**src/rtl/fifo_mux_out.sv**
```systemverilog
// Synchronous FIFO that buffers words from an upstream mux for a downstream consumer.
// Read data is registered: one-cycle latency from an accepted pop to data_out/valid_out.
module fifo_mux_out #(
  parameter int DATA_W = 8,
  parameter int DEPTH  = 8,
  parameter int AF_THR = 6,
  parameter int AE_THR = 2
) (
  input  logic                       clk,
  input  logic                       reset,
  input  logic [DATA_W-1:0]          data_in,
  input  logic                       valid_in,
  input  logic                       pop,
  output logic [DATA_W-1:0]          data_out,
  output logic                       valid_out,
  output logic                       full,
  output logic                       empty,
  output logic                       almost_full,
  output logic                       almost_empty,
  output logic [$clog2(DEPTH):0]     fill_count,
  output logic                       error
);

  localparam int AW    = $clog2(DEPTH);
  localparam int CNT_W = AW + 1;

  logic [DATA_W-1:0] mem_q [DEPTH];

  logic [AW-1:0]     wr_ptr_q, wr_ptr_d;
  logic [AW-1:0]     rd_ptr_q, rd_ptr_d;
  logic [CNT_W-1:0]  fill_count_q, fill_count_d;
  logic [DATA_W-1:0] data_out_q, data_out_d;
  logic              valid_out_q, valid_out_d;
  logic              error_q, error_d;

  logic wr_ok;
  logic rd_ok;
  logic err_evt;

  assign full         = (fill_count_q == CNT_W'(DEPTH));
  assign empty        = (fill_count_q == '0);
  assign almost_full  = (fill_count_q >= CNT_W'(AF_THR));
  assign almost_empty = (fill_count_q <= CNT_W'(AE_THR));

  // A pop frees a slot in the same cycle, so a write at full is allowed alongside it.
  assign rd_ok   = pop && !empty;
  assign wr_ok   = valid_in && (!full || pop);
  assign err_evt = (valid_in && full && !pop) || (pop && empty);

  always_comb begin
    wr_ptr_d     = wr_ptr_q;
    rd_ptr_d     = rd_ptr_q;
    fill_count_d = fill_count_q;
    data_out_d   = data_out_q;
    valid_out_d  = 1'b0;
    error_d      = error_q | err_evt;

    if (wr_ok) begin
      wr_ptr_d = wr_ptr_q + 1'b1;
    end

    if (rd_ok) begin
      rd_ptr_d    = rd_ptr_q + 1'b1;
      data_out_d  = mem_q[rd_ptr_q];
      valid_out_d = 1'b1;
    end

    case ({wr_ok, rd_ok})
      2'b10:   fill_count_d = fill_count_q + 1'b1;
      2'b01:   fill_count_d = fill_count_q - 1'b1;
      default: fill_count_d = fill_count_q;
    endcase
  end

  always_ff @(posedge clk or posedge reset) begin
    if (reset) begin
      wr_ptr_q     <= '0;
      rd_ptr_q     <= '0;
      fill_count_q <= '0;
      data_out_q   <= '0;
      valid_out_q  <= 1'b0;
      error_q      <= 1'b0;
    end else begin
      wr_ptr_q     <= wr_ptr_d;
      rd_ptr_q     <= rd_ptr_d;
      fill_count_q <= fill_count_d;
      data_out_q   <= data_out_d;
      valid_out_q  <= valid_out_d;
      error_q      <= error_d;
    end
  end

  // Storage is not reset; stale words are unreachable once the pointers are cleared.
  always_ff @(posedge clk) begin
    if (wr_ok) begin
      mem_q[wr_ptr_q] <= data_in;
    end
  end

  assign data_out   = data_out_q;
  assign valid_out  = valid_out_q;
  assign fill_count = fill_count_q;
  assign error      = error_q;

endmodule

```
**config.mk**
```make
export PLATFORM = sky130hd
export DESIGN_NAME = fifo_mux_out
export DESIGN_NICKNAME = d
export VERILOG_FILES = /design/src/rtl/fifo_mux_out.sv
export SDC_FILE = /design/constraint.sdc
export NUM_CORES = 1
export LEC_CHECK = 0
export ABC_AREA = 1
export CAP_MARGIN = 20
export CORE_MARGIN = 1
export CORE_UTILIZATION = 40
export CTS_BUF_LIST = sky130_fd_sc_hd__clkbuf_8
export CTS_CLUSTER_DIAMETER = 120
export DETAILED_ROUTE_END_ITERATION = 8
export SYNTH_ARGS = -nofsm -noshare
export SYNTH_HDL_FRONTEND = slang
export SYNTH_SLANG_ARGS = --single-unit
```
**constraint.sdc**
```tcl
create_clock -name clk -period 2.3 [get_ports clk]
set_input_delay 0.69 -clock clk [delete_from_list [all_inputs] [get_ports clk]]
set_output_delay 0.69 -clock clk [all_outputs]
set_load 0.01 [all_outputs]
```
==> results by group <==
Worst setup path
  – Critical Path End Type: output port
  – Critical path arrival: 1.57 ns
  – Critical path fanouts, max: 6
  – CP Class: flop to output port
  – Worst path required time: 1.61 ns
  – Startpoint Class: flop

STA
  – Max-slew violations: 0
  – Final period utilization: 98.08%
  – Max_slew headroom: 67.50%
  – # setup viols final: 0
  – Worst slew pin tran: 0.4868 ns
  – Max Fclk: 443.3 MHz
  – Clock Skews: 0.008810 ns
  – Clock period minus worst slack: 2.256 ns
  – Final Hold Fails: 0
  – Final WS setup: 0.04414 ns

Floorplanning
  – Die Ht: 96.93 um
  – Top Ports: 30
  – Die footprint: 9395 um^2
  – Core Box Area: 8721 um^2
  – Die Wd: 96.93 um
  – FP Rows: 34
  – Initial Util: 41.33%

Routing
  – Wire per inst: 15.31 um
  – Residual DRC count: 0
  – Vias per inst: 4.959
  – 1st-iter DRT viols: 99
  – Total number of vias: 2395
  – TritonRoute pass-1 iters: 4
  – Antenna Nets Post-Route: 0
  – Post-Route WL: 7397 um

Flow run
  – MaxCap Viol Count: 0

Place
  – Gp weighted congestion: 0.8010
  – DP HPWL: 4903 um
  – Worst slack at placement: -0.2930 ns
  – Placed insts: 463
  – Dpl cell area: 4110 um^2
  – Count of input and output buffers: 29

Yosys
  – Fraction of registers with async set/reset: 23.81%
  – Synth Flop Type: edfxtp_1
  – Number of synthesis warnings: 0
  – Cell Area, Synth: 3605 um^2
  – Post-synthesis register bit count: 84
  – Mapped Nets: 333
  – Post-synth EDFFs: 64
  – Syn Area/Cell: 11.41 um^2
  – Post-synthesis sequential area ratio: 67.20%
  – Netlist cell types: 28
  – Mapped Cells: 316

Status
  – Run status: finished, final reports clean

Finish
  – Antenna cell count: 0
  – Final cell count without fillers: 483
  – Share of cells above drive strength 1: 18.40%
  – Final layout net count: 387
  – Fill cell count: 763
  – Area growth, synth to finish: 20.83%
  – Cell area after layout: 4355 um^2

Pwr
  – Max IR drop VDD: 0.5317 mV
  – Sequential share of power: 40.8%
  – Internal power: 3.357 mW
  – PD cells: 1218 nW/um^2
  – LEAKAGE: 1.731 nW
  – Switching pwr: 1.948 mW
  – Combinational Power Share: 39.2%
  – Clk pwr share: 20.0%
  – Sw frac: 36.73%

CTS
  – Latest clock arrival within the worst-skew pair: 0.36 ns
  – CTS tree: done
  – H-tree Lvls: 3
  – Clock slew at reported path FFs: 0.08 ns
  – Hold-fix buffers, CTS: 0
  – CTS Root Cell: clkbuf_8
  – Num Clock Sinks: 84
  – CTS Buf Count: 9
  – Clk buf depth: 2

Global route
  – Vias in the first global route: 2477
  – Global-route wire length before repair: 12010 um
  – Largest net degree at the start of global routing: 34
  – Initial antenna violation count: 0
  – GRT Total Usage: 16.91%
  – Overflow after GRT: 0

Worst hold path
  – Hold WC Path Type: flop to flop
cell families (layout without fill, tap and decap cells):
logic type | Yosys count | count (layout) | synth area share [%]
AOI/OAI and AO/OA | 40 | 40 | 5.762
xor gates and xnor gates | 6 | 6 | 1.458
adders and majority gates | 5 | 5 | 1.736
buffers and inverters | 33 | 92 | 5.033
DFF | 84 | 84 | 67.20
and+or+nand+nor | 148 | 148 | 18.81
state kept, by name (all words and copies together) (netlist names):
| register | flops |
|---|---|
| fill_count | 4 |
| error | 1 |
| mem_q | 64 |
| rd_ptr_q | 3 |
| data_out | 8 |
| valid_out | 1 |
| wr_ptr_q | 3 |
per-stage QoR:
| step | hold WS [ns] | utilization (%) | power [mW] | TNS (ns) |
|---|---|---|---|---|
| floorplan | 0.4827 | - | 3.522 | 0 |
| global placement | 0.4666 | 47.13 | 4.174 | -8.767 |
| detailed placement | 0.4649 | 47.13 | 4.227 | -10.90 |
| CTS | 0.4868 | 49.68 | 5.315 | 0 |
| global route | 0.5147 | 49.94 | 5.666 | -0.01659 |
| finish | 0.4814 | 49.94 | 5.305 | 0 |
Yosys cell counts, drive strengths merged, types with 2 or more instances:
cell type,count,area (um^2)
clkbuf,3,15.01
xor2,4,35.03
nor2,77,304.1
xnor2,2,17.52
dfrtp,20,500.5
o21ai,38,193.9
edfxtp,64,1922
nand3,27,175.2
ha,5,62.56
nand2,41,171.4
inv,20,80.08
buf,9,82.58
path summary, 6_finish.rpt:
check | startpoint | endpoint | slack (ns) | cells after the start
max in group asynchronous | reset | fill_count[3]$_DFFE_PP0P_ | 1.39 | 3
min | error$_DFF_PP0_ | error$_DFF_PP0_ | 0.48 | 2
min in group asynchronous | reset | data_out[2]$_DFFE_PP0P_ | 0.67 | 3
max | fill_count[3]$_DFFE_PP0P_ | almost_empty | 0.04 | 4
max reg2reg | fill_count[2]$_DFFE_PP0P_ | fill_count[2]$_DFFE_PP0P_ | 0.38 | 12
min reg2reg | error$_DFF_PP0_ | error$_DFF_PP0_ | 0.48 | 2
per-layer routing:
layer | vias up | GRT usage (%) | wire (um)
met1 | 1156 | 21.43 | 3298
met5 | - | 0 | 0
li1 | 1175 | - | -
met4 | 0 | 8.381 | 149
met3 | 11 | 2.962 | 335
met2 | 53 | 27.95 | 3613
what timing repair did:
item	4_1_cts	5_1_grt
cloned	0	0
setup endpoints to repair	4	2
gates resized for setup	8	2
buffers inserted	2	2
pin swaps	0	0
endpoints found under the hold margin	0	0
critical path: stages, from the launching register on:
cell and delay, ns:
dfrtp_2 0.47, nor2_4 0.11, nand2_1 0.06, inv_1 0.05, clkdlybuf4s50_1 0.52
cells in the final DEF (no fill, tap or decap), types with 2 or more instances in the layout:
master and count:
ha_1 5, nor2_1 71, dlygate4sd2_1 3, nand3_1 19, clkbuf_8 10, inv_2 3
nor2_4 2, dfrtp_1 16, inv_1 17, dfrtp_2 4, xor2_1 4, o21ai_0 37
nand2_4 2, edfxtp_1 64, nand3_2 8, xnor2_1 2, inv_6 2, buf_4 25
clkdlybuf4s50_1 25, nand2_1 38, nor2_2 4
final cells by class:
type	instances	area, um^2	share of cell area (%)
clock buffers	10	137.6	3.160
clock inverters	6	63.81	1.465
inverters	21	83.83	1.925
multi-input cells	199	1011	23.21
flip-flops and latches	84	2427	55.73
well taps	108	135.1	3.103
repair buffers	55	496.7	11.40
power groups by stage:
stage	clock [mW]	combinational, mW	sequential, mW
after global placement	0	1.99	2.19
after detailed placement	0	2.03	2.20
final	1.06	2.08	2.16
after floorplan	0	1.34	2.18
after global routing	1.13	2.33	2.20
after CTS	1.09	2.07	2.16
No activity file was read; power rests on OpenSTA's default activity.
==> RTL edit 1, RTL diff (config.mk and constraints unchanged) <==
The parameter `DATA_W` goes from 8 to 6.
--- a/src/rtl/fifo_mux_out.sv
+++ b/src/rtl/fifo_mux_out.sv
@@ -1,7 +1,7 @@
 // Synchronous FIFO that buffers words from an upstream mux for a downstream consumer.
 // Read data is registered: one-cycle latency from an accepted pop to data_out/valid_out.
 module fifo_mux_out #(
-  parameter int DATA_W = 8,
+  parameter int DATA_W = 6,
   parameter int DEPTH  = 8,
   parameter int AF_THR = 6,
   parameter int AE_THR = 2
Interface: changed (resized data_in and data_out); port bits go from 30 to 26. The function was not compared with the original's and may differ.
==> RTL edit 1 against the unedited design <==
  * Hold slack better by 0.0022 ns
  * Clock skew is 0.0053 ns lower
  * Global-route usage is 0.48 points lower
  * First-iteration DRC count is 16% higher
  * Register-to-register slack hardly changed
  * Largest cell class unchanged
  * Final area is 18% lower
  * Total power is 17% lower
  * Critical path type unchanged
  * Sequential cell count is 18 lower
  * Synthesized area is 21% lower
  * Wire length is 25% lower
  * Non-clock buffer count is 8 lower
  * Setup slack worse by 0.016 ns
==> RTL edit 1: results (changes against the unedited design) <==
- completed — result of the run
- 1779 — vias in the first global route, -28%
- data_out[1]$_DFFE_PP0P_ — endpoint of the worst hold-timing path
- 0.0286 — global-route met3 utilization, -0.00105
- 0.177 — fraction of layout cells with a size suffix above 1, -0.00678
- 0.988 — Period Utilization, post-route, +0.00696
- 8860 um — wire length of the first global-routing pass, -26%
- 0.00351 ns — Final Skew, -0.00530 ns
- 0.273 — share of synthesized flip-flops with an asynchronous set or reset, +0.0346
- -0.219 ns — Setup Slack @ Placement, +0.0738 ns
- 9 — count of clock-net buffers in the final layout, -1
- 0.772 — Final GP Congestion, -3.7%
- 0.226 — met1 Track Usage GR, +0.0114
- 0.0613 — area fraction of clock buffers and clock inverters, +0.0150
- 1890 um^2 — sequential cell area, -22%
- 0.00287 W — Power Internal, -15%
- 0.118 — NonClk Buf Share, +0.00395
- 0.164 — total routing usage reported by global routing, -0.00475
- 47 — count of plain and timing-repair buffers, -15%
- fill_count[0]$_DFFE_PP0P_ — Crit Reg-Reg Startpoint
- almost_full — CP endpoint
- 13 — length in cells of the worst reg-to-reg path, +1
- 0.231 — multi-input gate share of the layout cell area, -0.00140
- 115 — initial DRC count, +16%
- 275 — net count of the mapped netlist, -17%
- 0.00168 W — Seq group, -22%
- 0.0154 — xor-xnor portion of the synthesized cell area, +0.000786
- 30 — count of standard-cell rows, -12%
- 0.334 mV — Max VDD drop, -37%
- 48 — count of flip-flops with a built-in enable after synthesis, -25%
- 26 — unique cell type count in the Yosys netlist, -7.1%
- 5560 um — final routed wirelength across all metal layers, -25%
- 66 — number of flip-flops and latches, -21%
## RTL edit 1: cell count changes after synthesis, moves of 2 or more
cell,before,now
sky130_fd_sc_hd__buf_4,4,1
sky130_fd_sc_hd__buf_6,2,4
sky130_fd_sc_hd__clkbuf_2,3,0
sky130_fd_sc_hd__dfrtp_1,20,18
sky130_fd_sc_hd__edfxtp_1,64,48
sky130_fd_sc_hd__nand2_1,38,33
sky130_fd_sc_hd__nand3_1,19,21
sky130_fd_sc_hd__nand3_2,8,0
sky130_fd_sc_hd__nor2_1,71,57
sky130_fd_sc_hd__o21ai_0,37,27
sky130_fd_sc_hd__o21ai_1,0,2
## RTL edit 1: repair_timing
item | CTS | global route
gates cloned | 0 | 0
pin swaps | 0 | 0
setup buffers | 3 | 1
setup endpoints to repair | 4 | 3
hold endpoints to repair | 0 | 0
resized for setup | 4 | 3
hold buffers | 0 | 0
## RTL edit 1: metal layers
layer	routed length (um)	up-vias
li1	-	977
met1	2770	915
met2	2500	38
met3	175	8
met4	108	0
met5	0	-
==> RTL edit 2, RTL diff (config.mk and constraints unchanged) <==
Made on the original files. Put one more register stage on the output `fill_count`, without a reset. The value now appears one clock later. The other outputs are not delayed to match.
--- a/src/rtl/fifo_mux_out.sv
+++ b/src/rtl/fifo_mux_out.sv
@@ -99,7 +99,9 @@
 
   assign data_out   = data_out_q;
   assign valid_out  = valid_out_q;
-  assign fill_count = fill_count_q;
+  always_ff @(posedge clk) begin
+    fill_count <= fill_count_q;
+  end
   assign error      = error_q;
 
 endmodule
Function: changed (a bounded check fails within 4 cycles, from zero or initial values and one cycle with reset high).
==> RTL edit 2 against the unedited design <==
  * Final area rose by 1.5%
  * Wire length is 0.28% higher
  * Hold slack worse by 0.026 ns
  * Largest power group unchanged
  * Sequential cell count increased by 4
  * Total power is 0.81% higher
  * Die area up 2.0%
  * Synthesized cell count rose by 1.3%
  * Fmax grew 4.0%
  * Setup slack improved by 0.086 ns
  * First-iteration DRC count is 8.1% higher
  * The run now ends with design-rule violations left
  * Register-to-register slack worse by 0.06 ns
  * Synthesized area increased by 2.0%
==> RTL edit 2: results (changes against the unedited design) <==
- 0.593 mV — Max VDD drop, +12%
- empty — CP endpoint
- fill_count_q[1]$_DFFE_PP0P_ — Crit Reg-Reg Startpoint
- 107 — initial DRC count, +8.1%
- 393 — Final Net Count, +1.6%
- 72 x sky130_fd_sc_hd__nor2_1, 64 x sky130_fd_sc_hd__edfxtp_1, 38 x sky130_fd_sc_hd__nand2_1, 37 x sky130_fd_sc_hd__o21ai_0, 20 x sky130_fd_sc_hd__dfrtp_1 — top cell types by occurrence after synthesis
- sky130_fd_sc_hd__dfrtp_2 — Worst path slowest cell
- 29 — unique cell type count in the Yosys netlist, +3.6%
- 0.455 ns — worst hold margin, -0.0264 ns
- 798 — fillcell total, +4.6%
- design-rule violations — failing checks
- 12300 um — wire length of the first global-routing pass, +2.3%
- 1.48 ns — arrival time worst endpoint, -0.09 ns
- fill_count_q[1]$_DFFE_PP0P_ — worst hold path startpoint
- 4960 um — post-DP HPWL, +1.2%
- 0.680 — proportion of synthesized chip area in sequential cells, +0.00828
- 0.757 — Final GP Congestion, -5.5%
- 0.45 ns — Largest stage delay, worst path, -0.07 ns
- 4.90 — via count normalized by instance count, -1.1%
- 7 — final routed DRC violation total, +7
- finished, violations left — result of the run
- 6 — Pre-antenna DRT Iters, +2
- 0.461 GHz — maximum achievable frequency, +4.0%
- 4190 um^2 — area after detailed placement, +1.9%
- 0.467 ns — pin slew with the least headroom to its limit, -0.0198 ns
## RTL edit 2: cells by family (layout without fill, tap and decap cells)
group                    after synthesis  after routing  synth area share
AND/OR/NAND/NOR                      148            148             0.184
flip-flops                            88             88             0.680
adder cells (fa/ha/maj)                5              5            0.0170
XOR/XNOR                               6              6            0.0143
AO/OA/AOI/OAI                         40             40            0.0565
buffers and inverters                 33             94            0.0483
## RTL edit 2: per-layer routing
| metal | wire [um] | vias up | global-route usage |
|---|---|---|---|
| li1 | - | 1190 | - |
| met1 | 3290 | 1148 | 0.211 |
| met2 | 3760 | 54 | 0.294 |
| met3 | 304 | 6 | 0.0429 |
| met4 | 63 | 0 | 0.0490 |
| met5 | 0 | - | 0 |
## RTL edit 2: timing repair
action / 4_1_cts / 5_1_grt
endpoints found under the setup margin: 4 / 3
gates resized for setup: 7 / 6
buffers inserted: 4 / 0
pin swaps: 0 / 0
hold buffers: 0 / 0
## RTL edit 2: worst reg2reg max path: cells and delay by family, from the launching register on
family          cells  cell delay, ns
compound gates      2            0.22
buf+inv             2            0.21
fa+ha+maj           2            0.39
simple gates        5            0.45
xor+xnor            1            0.14
flops               1            0.45
## RTL edit 2: layout make-up
class | count | area share
clock inverters | 7 | 0.0125
flip-flops and latches | 88 | 0.567
well taps | 108 | 0.0306
repair buffers | 57 | 0.114
clock buffers | 9 | 0.0280
multi-input cells | 199 | 0.229
inverters | 21 | 0.0190
## RTL edit 2: power groups by stage
stage	Sequential [W]	Clock [W]	Combinational (W)
floorplan	0.00229	0	0.00133
global placement	0.00229	0	0.00200
detailed placement	0.00230	0	0.00204
CTS	0.00226	0.00101	0.00211
global route	0.00230	0.00108	0.00236
finish	0.00226	0.000988	0.00210
